--- config.mk ---
export PLATFORM = sky130hd
export DESIGN_NAME = uart_rx_fifo_flat
export DESIGN_NICKNAME = d
export VERILOG_FILES = /design/src/rtl/uart_rx_fifo_if.sv /design/src/rtl/uart_rx_fifo.sv /design/src/flat_wrapper.sv
export SDC_FILE = /design/constraint.sdc
export NUM_CORES = 1
export LEC_CHECK = 0
export BUFFER_PORTS_ARGS = -buffer_cell sky130_fd_sc_hd__buf_2
export CAP_MARGIN = 20
export CORE_MARGIN = 1
export CORE_UTILIZATION = 55
export DETAILED_ROUTE_END_ITERATION = 7
export PLACE_DENSITY_LB_ADDON = 0.3
export SLEW_MARGIN = 20
export SYNTH_ARGS = -nofsm -noshare
export SYNTH_HDL_FRONTEND = slang
export SYNTH_SLANG_ARGS = --single-unit
--- constraint.sdc ---
create_clock -name clk -period 3.3 [get_ports clk]
set_input_delay 0.66 -clock clk [delete_from_list [all_inputs] [get_ports clk]]
set_output_delay 0.66 -clock clk [all_outputs]
set_load 0.05 [all_outputs]
--- src/rtl/uart_rx_fifo_if.sv ---
// Byte-stream bundle between the UART receiver, the rx FIFO and its consumer.
// slave is the FIFO side; master is the receiver/consumer side.
interface uart_rx_fifo_if #(
  parameter int DEPTH = 16
);
  localparam int CW = $clog2(DEPTH) + 1;

  logic [7:0]    rx_data;
  logic          rx_done;
  logic [7:0]    m_data;
  logic          m_valid;
  logic          m_ready;
  logic [CW-1:0] level;
  logic          almost_full;
  logic          overflow;
  logic          ovf_clear;

  modport slave (
    input  rx_data, rx_done, m_ready, ovf_clear,
    output m_data, m_valid, level, almost_full, overflow
  );

  modport master (
    output rx_data, rx_done, m_ready, ovf_clear,
    input  m_data, m_valid, level, almost_full, overflow
  );
endinterface

--- src/rtl/uart_rx_fifo.sv ---
// First-word-fall-through byte FIFO behind the UART receiver.
// Pushes on rx_done, pops on m_valid & m_ready, reports level, almost_full
// and a sticky overflow flag. All outputs come straight from registers.
module uart_rx_fifo #(
  parameter int DEPTH        = 16,
  parameter int AFULL_THRESH = 12
) (
  input  logic           clk,
  input  logic           rst_n,
  uart_rx_fifo_if.slave  bus
);
  localparam int AW = $clog2(DEPTH);
  localparam int CW = AW + 1;

  logic [DEPTH-1:0][7:0] mem;
  logic [AW-1:0]         wr_ptr, rd_ptr;
  logic [CW-1:0]         count;
  logic                  ovf;

  logic full, empty, push, pop, drop;

  // Handshake decode: a full FIFO still accepts a byte when one leaves the
  // same cycle, so only full-without-pop drops.
  always_comb begin
    full  = (count == CW'(DEPTH));
    empty = (count == '0);
    pop   = !empty && bus.m_ready;
    push  = bus.rx_done && (!full || pop);
    drop  = bus.rx_done && full && !pop;
  end

  // Storage and write pointer; reset clears the array so m_data reads 0.
  always_ff @(posedge clk) begin
    if (!rst_n) begin
      for (int i = 0; i < DEPTH; i++) mem[i] <= '0;
      wr_ptr <= '0;
    end else if (push) begin
      mem[wr_ptr] <= bus.rx_data;
      wr_ptr      <= wr_ptr + AW'(1);
    end
  end

  // Read pointer advances on every accepted pop.
  always_ff @(posedge clk) begin
    if (!rst_n)   rd_ptr <= '0;
    else if (pop) rd_ptr <= rd_ptr + AW'(1);
  end

  // Occupancy: simultaneous push and pop cancel out.
  always_ff @(posedge clk) begin
    if (!rst_n) count <= '0;
    else begin
      case ({push, pop})
        2'b10:   count <= count + CW'(1);
        2'b01:   count <= count - CW'(1);
        default: count <= count;
      endcase
    end
  end

  // Sticky overflow; a drop in the same cycle as a clear keeps it set.
  always_ff @(posedge clk) begin
    if (!rst_n)             ovf <= 1'b0;
    else if (drop)          ovf <= 1'b1;
    else if (bus.ovf_clear) ovf <= 1'b0;
  end

  // Outputs derived only from registered state.
  always_comb begin
    bus.m_data      = mem[rd_ptr];
    bus.m_valid     = !empty;
    bus.level       = count;
    bus.almost_full = (count >= CW'(AFULL_THRESH));
    bus.overflow    = ovf;
  end
endmodule

--- src/flat_wrapper.sv ---
// flat-port wrapper written by rule: the top's interface ports become plain ports
module uart_rx_fifo_flat 
#(
  parameter int DEPTH        = 16,
  parameter int AFULL_THRESH = 12
)
  (clk, rst_n, bus_rx_data, bus_rx_done, bus_m_ready, bus_ovf_clear, bus_m_data, bus_m_valid, bus_level, bus_almost_full, bus_overflow);
  uart_rx_fifo_if #(.DEPTH(DEPTH)) bus_i ();
  input  logic clk;
  input  logic rst_n;
  input wire logic [$bits(bus_i.rx_data)-1:0] bus_rx_data;
  input wire logic [$bits(bus_i.rx_done)-1:0] bus_rx_done;
  input wire logic [$bits(bus_i.m_ready)-1:0] bus_m_ready;
  input wire logic [$bits(bus_i.ovf_clear)-1:0] bus_ovf_clear;
  output wire logic [$bits(bus_i.m_data)-1:0] bus_m_data;
  output wire logic [$bits(bus_i.m_valid)-1:0] bus_m_valid;
  output wire logic [$bits(bus_i.level)-1:0] bus_level;
  output wire logic [$bits(bus_i.almost_full)-1:0] bus_almost_full;
  output wire logic [$bits(bus_i.overflow)-1:0] bus_overflow;
  assign bus_i.rx_data = bus_rx_data;
  assign bus_i.rx_done = bus_rx_done;
  assign bus_i.m_ready = bus_m_ready;
  assign bus_i.ovf_clear = bus_ovf_clear;
  assign bus_m_data = bus_i.m_data;
  assign bus_m_valid = bus_i.m_valid;
  assign bus_level = bus_i.level;
  assign bus_almost_full = bus_i.almost_full;
  assign bus_overflow = bus_i.overflow;
  uart_rx_fifo #(.DEPTH(DEPTH), .AFULL_THRESH(AFULL_THRESH)) u_core (.clk(clk), .rst_n(rst_n), .bus(bus_i));
endmodule
Word-level counts from Yosys, hierarchy flattened
Cells that the tools add are included.
Cells by class
  equal/unequal tests: 3
  reductions and logical operators: 12
  $add $sub $neg: 4
  $lt $le $gt $ge: 4
  muxes and demuxes: 8
Operator list (number)
  $bwmux 128: 1
  $bmux 8 s4: 1
  $demux 8 s4: 1
  $mux 8: 2
  $lt 4x5->1 const B: 2
  $pmux 5 s2: 1
  $add 4x1->4 const B: 2
  $add 5x1->5 const B: 1
  $eq 5x5->1 const B: 1
  $ge 5x4->1 const B: 1
  $logic_and 1x1->1: 5
  $logic_not 5->1: 1
  $sub 5x1->5 const B: 1
  $ge 4x1->1 const B: 1
  $reduce_bool 2->1: 2
  $logic_not 1->1: 3
  $eq 2x1->1 const B: 1
  $eq 2x2->1 const B: 1
  $mux 1: 2
  $logic_or 1x1->1: 1
Word-level totals
  flip-flop bits (word level): 142

Logic depth before layout (Yosys ltp)
Gate-level depths: netlist (run 1).
  word-level depth: 7
  depth in mapped cells: 13
  depth with buffers taken out: 10

Worst setup path before layout (run 1)
No wires, ideal clock.
  path type: register to register
  start: register u_core.count[2] (netlist: u_core.bus.level[2])
  end: register u_core.count[2] (netlist: u_core.bus.level[2])
  cell stages (with the launch flop): 14
  path buffers: 3
  data arrival time: 3.206 ns
  path slack: 0.018 ns
  clock period less this slack: 3.282 ns
  path through: dfxtp_1 > buf_6 > or4_1 > buf_2 > o21ai_1 > inv_1 > ha_1 > clkbuf_1 > xor2_1 > ha_1 > a21o_1 > xnor2_1 > or3_1 > a21boi_0
Between the ends
  longest elaborated chain between the ends: 7
RTL lines
  start, declared: line uart_rx_fifo.sv:17  | logic [CW-1:0] count;
  start signal, assigned: line uart_rx_fifo.sv:54  | 2'b10: count <= count + CW'(1);
  start signal, assigned: line uart_rx_fifo.sv:55  | 2'b01: count <= count - CW'(1);
  start signal, assigned: line uart_rx_fifo.sv:56  | default: count <= count;
  $logic_not 5->1 *: line uart_rx_fifo.sv:26  | empty = (count == '0);
  $logic_not 1->1 *: line uart_rx_fifo.sv:27  | pop = !empty && bus.m_ready;
  $logic_and 1x1->1 *: line uart_rx_fifo.sv:27
  net u_core.pop: line uart_rx_fifo.sv:20  | logic full, empty, push, pop, drop;
  $logic_or 1x1->1: line uart_rx_fifo.sv:28  | push = bus.rx_done && (!full || pop);
  $logic_and 1x1->1: line uart_rx_fifo.sv:28
  $eq 2x1->1 or $eq 2x2->1 (tied branches): line uart_rx_fifo.sv:53  | case ({push, pop})
  $pmux 5 s2 or $reduce_bool 2->1 (tied branches)
The timed path passes the listed nets; every way through them passes the cells marked *.
A chain may end at the register's enable or synchronous reset.

Worst setup path after layout (run 1)
  start: register u_core.count[1] (netlist: u_core.bus.level[1])
  end: register u_core.count[4] (netlist: u_core.bus.level[4])
The elaborated chain is that of the path after synthesis.

==> out/metrics.csv, run 1 <==
stage;metric;value;unit
setup_path;worstPathCellList;or4_1 -> o21ai_1 -> inv_1 -> ha_2 -> ha_1 -> or3b_2 -> o221ai_1 -> or3_1 -> nand4_1;
timing;maxSlewHeadroom;39.8;%
setup_path;slowest_delay;730;ps
layout;fin_area;7490;µm²
synthesis;yosys.area.top_type;dfxtp_1;
setup_path;crit_slowest_cell;or4_1;
clock_tree;numCtsBuffers;17;
floorplanning;fp.dieW;111;µm
synthesis;syn-num-nets;634;
power;leakagePower;2.60;nW
detailed_routing;drc;14;
layout;final_common_cell;nand2_1;
timing;tns;0;ps
synthesis;synth_edf_count;0;
timing;fin_skew;6.33;ps
detailed_routing;vias;4590;
layout;diodes;0;
floorplanning;dieHeight;111;µm
global_route;grt_pass1_wl;24100;µm
synthesis;yosysTopAreaCellShare;43.2;%
synthesis;avgSynthCellArea;10.8;µm²
layout;most-common-layout-cells;nand2_1, dfxtp_1, mux2i_1, mux4_2, buf_2;
layout;areaGrowthSynthToFinish;13.8;%
synthesis;ys_warn_count;0;
detailed_routing;wire_per_inst;18.7;µm
setup_path;worst_setup_path_end_kind;flop;
layout;final_nets;644;
status;violations;design-rule violations;
layout;drive_gt1_share;19.2;%
global_route;track_usage;25.3;%
synthesis;ys_top_cells_by_area;dfxtp_1, mux2i_1, mux4_2;
flow_run;cap_violations;0;
global_route;antenna_found_initial;0;
timing;worst_pin_slew;901;ps
global_route;grt_pass1_vias;4626;
place;placed_area;6800;µm²
setup_path;path_class;flop to flop;
detailed_routing;first_iter_violations;408;
global_route;grt_overflow;0;
floorplanning;coreArea;11600;µm²
detailed_routing;via_per_inst;5.90;
floorplanning;fp-row-count;39;
floorplanning;pin_count;29;
timing;rsz0062_at_grt;false;
clock_tree;clockBufferDepth;2;
timing;hold_viol;0;
detailed_routing;drt-total-wl;14600;µm
detailed_routing;drt_pre_antenna_iters;7;
timing;slew_viol_final;0;
place;place_congestion;0.753;
power;power.total;5.22;mW
status;outcome;complete, but fails checks;
timing;timing.final.crit_share;91.8;%
layout;n_fill_cell;911;
clock_tree;clock_latency;410;ps
synthesis;async_flop_share;0;%
min_path;hp-class;flop to flop;
detailed_routing;antenna_left;0;
setup_path;critPathLaunchType;flop;
clock_tree;cts_root_buf;clkbuf_16;
clock_tree;cts_tree;yes;
floorplanning;die_area;12400;µm²
synthesis;syn-cell-area;6590;µm²
place;port_buffers;28;
clock_tree;postCtsSetupBuffers;0;
clock_tree;path_clk_slew;60;ps
clock_tree;htreeDepth;4;
clock_tree;clock-sinks;142;
setup_path;rr_worst_depth;9;
timing;fmaxAchievable;0.330;GHz
setup_path;cp.arrival;3320;ps
floorplanning;start_util;57.0;%
clock_tree;ctsResizeCount;0;
clock_tree;hold_buffers;0;
synthesis;ys_ff_latch;142;
global_route;grt_max_degree;60;
setup_path;critPathRequiredTime;3590;ps
synthesis;yosysUniqueCellTypes;44;
timing;finalSetupViolations;0;
synthesis;synth_top_flop_cell;dfxtp_1;
power;vdd_drop_max;416;µV
synthesis;synthCells;612;
setup_path;critPathMaxFanout;10;
synthesis;synth-seq-area-share;43.2;%
timing;fin_crit;3030;ps
place;place_hpwl;9410;µm
power;powerDensity;696;nW/µm²
min_path;holdPathStages;2;
[cell usage after synthesis (2+ instances only)]
library cell  count
a22oi_1          16
nand2_1         149
nor4_4            3
a21o_1            2
buf_1             3
nor2_2            3
a21boi_0          2
or3_1             4
mux4_2           32
dfxtp_1         142
nor2b_1           8
inv_1             5
mux2i_1         131
ha_1              9
o211ai_1          4
clkbuf_1         34
and2_1            6
nand2b_1          4
a21oi_1           3
nand3_1           5
nor3_4            9
nand4b_1          2
nor2_1            3
xnor2_1           6
o21ai_0           3
buf_2             6
[per-stage QoR]
stage	utilization [%]	setup slack [ps]	hold slack, ps	cells
after floorplan	-	18.0	432	612
final	64.8	271	455	778
after CTS	64.8	214	456	778
after global routing	64.8	77.1	468	778
after detailed placement	58.8	224	445	746
after global placement	58.8	341	439	746
[area by class of cell]
cell class | instances | area [µm²] | area share, %
multi-input cells | 420 | 3530 | 47.2
flip-flops and latches | 142 | 2840 | 38.0
clock buffers | 22 | 484 | 6.46
repair buffers | 36 | 228 | 3.04
clock inverters | 10 | 206 | 2.76
well taps | 143 | 179 | 2.39
inverters | 5 | 18.8 | 0.250
[kinds of logic after synthesis]
family | count (synthesis) | synth area share (%)
AND/OR/NAND/NOR | 205 | 16.1
multiplexers | 163 | 30.8
XOR/XNOR | 7 | 0.931
AO/OA/AOI/OAI | 36 | 3.97
buffers and inverters | 50 | 3.25
flip-flops | 142 | 43.2
adder cells (fa/ha/maj) | 9 | 1.71
[state kept, by name, indices dropped and copies added, names as in the netlist]
| signal | count |
|---|---|
| u_core.wr_ptr | 4 |
| u_core.bus.overflow | 1 |
| u_core.rd_ptr | 4 |
| u_core.bus.level | 5 |
| u_core.mem | 128 |
[final timing paths]
path                            slack, ps                   to                 from
worst max-delay path                  270  u_core.bus.level[4]  u_core.bus.level[1]
worst min-delay path                  460       u_core.mem[90]       u_core.mem[90]
worst max register to register        270  u_core.bus.level[4]  u_core.bus.level[1]
worst min register to register        460       u_core.mem[90]       u_core.mem[90]
[critical path, delay by kind of cell (launching register included)]
family                   cells  cell delay (ps)
AO/OA/AOI/OAI                2              500
adder cells (fa/ha/maj)      2              480
buffers and inverters        1              100
flip-flops                   1              380
AND/OR/NAND/NOR              4             1450
[power by group]
part	switching [mW]	total (mW)	internal [mW]
registers	0.0791	1.86	1.78
clock network	0.714	2.21	1.50
logic	0.751	1.14	0.394
[metal layers]
metal | GRT usage (%) | wire, µm | share of wire, % | up-vias
li1 | - | - | - | 2170
met1 | 33.0 | 6650 | 46 | 2303
met2 | 42.2 | 7080 | 49 | 103
met3 | 5.33 | 675 | 4.6 | 14
met4 | 8.20 | 183 | 1.3 | 0
met5 | 0 | 0 | 0 | -
Power figures use the tool's default switching activity.
==> inputs of run 2 (changes only) <==
- ABC_AREA: default -> 1
- CELL_PAD_IN_SITES_DETAIL_PLACEMENT: default -> 0
- CELL_PAD_IN_SITES_GLOBAL_PLACEMENT: default -> 1
- CORE_UTILIZATION: 55 -> 44
==> out/metrics.csv, run 2 <==
stage;metric;value;unit
status;outcome;finished, final reports clean;
synthesis;avgSynthCellArea;6.25;µm²
layout;final_nets;1192;
flow_run;cap_violations;0;
power;vdd_drop_max;400;µV
synthesis;ys_ff_latch;142;
timing;fin_skew;7.93;ps
layout;final_cells;1403;
synthesis;synth_edf_count;0;
synthesis;yosysMostFrequentCell;nand2_1;
clock_tree;cts_tree;yes;
timing;maxSlewHeadroom;44.4;%
layout;final_common_cell;nand2_1;
layout;n_fill_cell;1795;
synthesis;ys_warn_count;0;
floorplanning;pin_count;29;
min_path;hp-start;u_core.bus.overflow;
synthesis;yosysTopAreaCellShare;38.3;%
clock_tree;hold_buffers;0;
synthesis;async_flop_share;0;%
layout;areaGrowthSynthToFinish;9.83;%
detailed_routing;drc;0;
timing;timing.final.crit_share;89.9;%
clock_tree;path_clk_slew;60;ps
clock_tree;postCtsSetupBuffers;0;
timing;fin_crit;2970;ps
clock_tree;clock_latency;430;ps
detailed_routing;via_per_inst;4.78;
timing;fmaxAchievable;0.337;GHz
detailed_routing;wire_per_inst;14.4;µm
floorplanning;start_util;44.9;%
layout;drive_gt1_share;7.02;%
synthesis;syn-cell-area;7420;µm²
detailed_routing;drt-total-wl;20200;µm
detailed_routing;first_iter_violations;447;
clock_tree;clock-sinks;142;
setup_path;r2r_start;u_core.bus.level[0];
timing;tns;0;ps
synthesis;synth_xor_area_share;0.826;%
detailed_routing;antenna_left;0;
synthesis;synth-seq-area-share;38.3;%
layout;fin_area;8150;µm²
place;placed_area;7520;µm²
global_route;grt_overflow;0;
global_route;track_usage;24.4;%
layout;largest_reg_flops;128;
floorplanning;coreArea;16500;µm²
clock_tree;cts_root_buf;clkbuf_16;
layout;most-common-layout-cells;nand2_1, nor2_1, inv_1, dfxtp_1, a21oi_1;
floorplanning;dieHeight;132;µm
global_route;antenna_found_initial;0;
setup_path;critPathRequiredTime;2640;ps
layout;final_util;49.3;%
power;leakagePower;4.16;nW
setup_path;cp.arrival;2310;ps
setup_path;critPathMaxFanout;16;
synthesis;synthAdderAreaFrac;1.52;%
floorplanning;fp.dieW;132;µm
global_route;grt_pass1_vias;6143;
global_route;grt_max_degree;74;
synthesis;yosysUniqueCellTypes;25;
timing;worst_pin_slew;834;ps
global_route;grt_pass1_wl;33000;µm
synthesis;synth_top_flop_cell;dfxtp_1;
min_path;holdPathStages;2;
place;place_congestion;0.807;
min_path;hold_path_end;u_core.bus.overflow;
timing;finalSetupViolations;0;
floorplanning;fp-row-count;47;
setup_path;reg2reg_to;u_core.bus.level[4];
layout;top_register;u_core.mem;
setup_path;path_class;flop to output pin;
timing;slew_viol_final;0;
clock_tree;clockBufferDepth;2;
floorplanning;die_area;17400;µm²
timing;rsz0062_at_grt;false;
setup_path;critPathLaunchType;flop;
clock_tree;htreeDepth;4;
power;powerDensity;696;nW/µm²
place;place_hpwl;12700;µm
setup_path;rr_worst_depth;16;
synthesis;synthTopCellsByCount;nand2_1, nor2_1, inv_1;
timing;hold_viol;0;
synthesis;yosys.area_share.simple;35.6;%
clock_tree;ctsResizeCount;0;
synthesis;synth_compound_area_share;10.1;%
min_path;hp-class;flop to flop;
detailed_routing;vias;6702;
clock_tree;numCtsBuffers;17;
synthesis;synth_mux_area_share;0;%
synthesis;syn-num-nets;1209;
synthesis;yosys.area.top_type;dfxtp_1;
detailed_routing;drt_pre_antenna_iters;7;
place;port_buffers;28;
setup_path;rrSetupSlack;880;ps
synthesis;synth_top_family_by_area;simple AND/OR/NAND/NOR gates;
setup_path;worst_setup_path_end_kind;output pin;
layout;diodes;0;
synthesis;synthCells;1187;
synthesis;ys_top_cells_by_area;dfxtp_1, nand2_1, nor2_1;
place;dp.cells;1371;
## run 2: changes by cell type after synthesis, moves of 16 or more
cell	previous run	this run
mux2i_1	131	0
o21ai_0	3	71
a21oi_1	3	77
a22oi_1	16	0
nand2_1	149	293
inv_1	5	156
nand3_1	5	63
nor2_1	3	276
mux4_2	32	0
## run 2: critical path, stage by stage (launching register included)
cell and delay (ps):
dfxtp_1 310, inv_1 510, buf_4 300, a21oi_1 50, o21ai_0 130, nand3_1 110
nand3_1 150, nand2_1 100, buf_2 220
## run 2: logic make-up after synthesis
logic type	Yosys count
flops	142
simple gates	646
buf+inv	234
xor+xnor	7
compound gates	149
fa+ha+maj	9
## run 2: where the power goes
| part | switching, mW | total, mW | internal (mW) |
|---|---|---|---|
| registers | 0.0521 | 1.85 | 1.80 |
| clock network | 0.757 | 2.06 | 1.30 |
| logic | 1.29 | 1.76 | 0.475 |
## run 2: worst max path at each step
stage                     cells after the start             endpoint           startpoint  slack, ps
after floorplan                              16  u_core.bus.level[4]  u_core.bus.level[0]        300
after global placement                        8        bus_m_data[0]     u_core.rd_ptr[1]        820
after detailed placement                      8        bus_m_data[0]     u_core.rd_ptr[1]        810
after CTS                                     8        bus_m_data[0]     u_core.rd_ptr[1]        350
after global routing                          8        bus_m_data[0]     u_core.rd_ptr[1]        290
final                                         8        bus_m_data[0]     u_core.rd_ptr[1]        330
## run 2: layout make-up
cell class | count | area [µm²] | share of cell area, %
sequential | 142 | 2840 | 34.9
timing repair buffer | 40 | 245 | 3.01
clock buffer | 21 | 460 | 5.65
clock inverter | 11 | 164 | 2.01
inverter | 158 | 593 | 7.28
multi-input combinational | 811 | 3570 | 43.8
tap | 220 | 275 | 3.38
## run 2: stage by stage
stage,setup slack (ps),hold slack (ps),power [mW]
after floorplan,297,472,3.22
final,333,461,5.67
after CTS,348,466,5.70
after global placement,817,453,3.64
after global routing,286,497,5.97
after detailed placement,805,458,3.65
## run 2: metal layers
layer  vias up  part of all wire, %  wire length, µm  track usage [%]
met5         -                    0                0                0
met4         0                  2.9              575             10.7
met3        29                  3.6              728             3.92
met2       128                   45             9090             39.2
met1      2987                   48             9780             32.4
li1       3558                    -                -                -
==> inputs of run 3 (changes only) <==
- CELL_PAD_IN_SITES_DETAIL_PLACEMENT: 0 -> default
- CELL_PAD_IN_SITES_GLOBAL_PLACEMENT: 1 -> default
- CORE_UTILIZATION: 44 -> 55
==> out/metrics.csv, run 3 (synthesized netlist as in run 2, its figures left out) <==
stage;metric;value;unit
setup_path;critPathRequiredTime;2640;ps
min_path;holdPathStages;2;
min_path;hp-class;flop to flop;
place;dp_slack;840;ps
layout;final_common_cell;nand2_1;
timing;tns;0;ps
floorplanning;fp.dieW;118;µm
layout;final_util;61.6;%
detailed_routing;vias;6792;
detailed_routing;via_per_inst;5.01;
place;port_buffers;28;
floorplanning;start_util;56.3;%
floorplanning;fp-row-count;42;
clock_tree;htreeDepth;4;
detailed_routing;antenna_left;0;
detailed_routing;drt-total-wl;18200;µm
clock_tree;clock_latency;430;ps
global_route;grt_pass1_vias;6125;
timing;finalSetupViolations;0;
floorplanning;die_area;14000;µm²
layout;drive_gt1_share;6.86;%
setup_path;path_class;flop to output pin;
setup_path;rr_worst_depth;16;
layout;most-common-layout-cells;nand2_1, nor2_1, inv_1, dfxtp_1, a21oi_1;
timing;timing.final.crit_share;88.3;%
layout;final_nets;1190;
power;vdd_drop_max;507;µV
timing;rsz0062_at_grt;false;
timing;slew_viol_final;0;
power;leakagePower;4.17;nW
place;place_hpwl;11200;µm
timing;fmaxAchievable;0.343;GHz
setup_path;critPathLaunchType;flop;
timing;hold_viol;0;
clock_tree;postCtsSetupBuffers;0;
clock_tree;clockBufferDepth;2;
clock_tree;hold_buffers;0;
layout;n_fill_cell;1269;
power;power.total;5.78;mW
setup_path;worst_setup_path_end_kind;output pin;
global_route;antenna_found_initial;1;
detailed_routing;drt_pre_antenna_iters;5;
clock_tree;numCtsBuffers;17;
setup_path;critPathMaxFanout;50;
power;powerDensity;712;nW/µm²
global_route;grt_pass1_wl;30300;µm
detailed_routing;first_iter_violations;602;
setup_path;cp.arrival;2250;ps
detailed_routing;wire_per_inst;13.4;µm
place;placed_area;7440;µm²
layout;multi_input_area;3570;µm²
layout;largest_reg_flops;128;
floorplanning;pin_count;29;
clock_tree;ctsResizeCount;0;
clock_tree;path_clk_slew;60;ps
layout;areaGrowthSynthToFinish;9.48;%
layout;seqCellArea;2840;µm²
floorplanning;dieHeight;118;µm
floorplanning;coreArea;13200;µm²
timing;maxSlewHeadroom;52.2;%
clock_tree;cts_root_buf;clkbuf_16;
status;outcome;finished, final reports clean;
detailed_routing;drc;0;
timing;fin_crit;2910;ps
timing;fin_skew;4.38;ps
global_route;grt_max_degree;54;
global_route;grt_overflow;0;
layout;top_register;u_core.mem;
timing;finalWorstSetupSlack;386;ps
clock_tree;cts_tree;yes;
flow_run;cap_violations;0;
global_route;track_usage;27.4;%
clock_tree;clock-sinks;142;
layout;fin_area;8120;µm²
timing;worst_pin_slew;716;ps
place;place_congestion;0.820;
layout;diodes;0;
==> run 3: changes by cell type in the layout (fill, tap and decap cells not counted) <==
cell       before  now
inv_2           1    0
clkbuf_8        2    3
buf_4          12   11
buf_12          1    0
clkinv_4        1    0
clkinv_1        2    3
clkinv_2        4    3
bufinv_16       4    6
clkbuf_1        2    1
==> run 3: critical path: stages (launching register included) <==
cell	delay (ps)
dfxtp_2	500
buf_4	470
o21ai_0	220
nand3_1	120
nand3_1	90
nand2_1	110
buf_2	270
==> run 3: final cells by class <==
type / instances / share of cell area, %
well taps: 176 / 2.71
clock buffers: 21 / 5.79
inverters: 158 / 7.30
repair buffers: 38 / 2.68
flip-flops and latches: 142 / 35.0
multi-input cells: 811 / 43.9
clock inverters: 11 / 2.59
==> run 3: through the flow <==
step,instances,hold WS [ps]
after global routing,1357,521
final,1357,464
after floorplan,1187,472
after CTS,1357,468
after global placement,1325,460
after detailed placement,1325,460
==> run 3: per-layer routing <==
| layer | vias up | track usage (%) | routed length (µm) | share of wire, % |
|---|---|---|---|---|
| li1 | 3548 | - | - | - |
| met1 | 3010 | 36.5 | 8460 | 46 |
| met2 | 188 | 43.8 | 8270 | 45 |
| met3 | 44 | 4.83 | 1040 | 5.7 |
| met4 | 2 | 11.3 | 472 | 2.6 |
| met5 | - | 0 | 16 | 0.088 |
==> run 3: worst paths after layout <==
check / slack (ps) / start / end
setup reg to reg: 860 / u_core.bus.level[0] / u_core.bus.level[4]
hold / removal: 460 / u_core.bus.overflow / u_core.bus.overflow
hold reg to reg: 460 / u_core.bus.overflow / u_core.bus.overflow
setup / recovery: 390 / u_core.rd_ptr[0] / bus_m_data[3]
==> run 3: power breakdown <==
group | total [mW] | switching [mW] | leakage, nW | internal (mW)
Clock | 2.22 | 0.744 | 0.329 | 1.47
Combinational | 1.69 | 1.23 | 2.69 | 0.460
Sequential | 1.87 | 0.0717 | 1.15 | 1.80
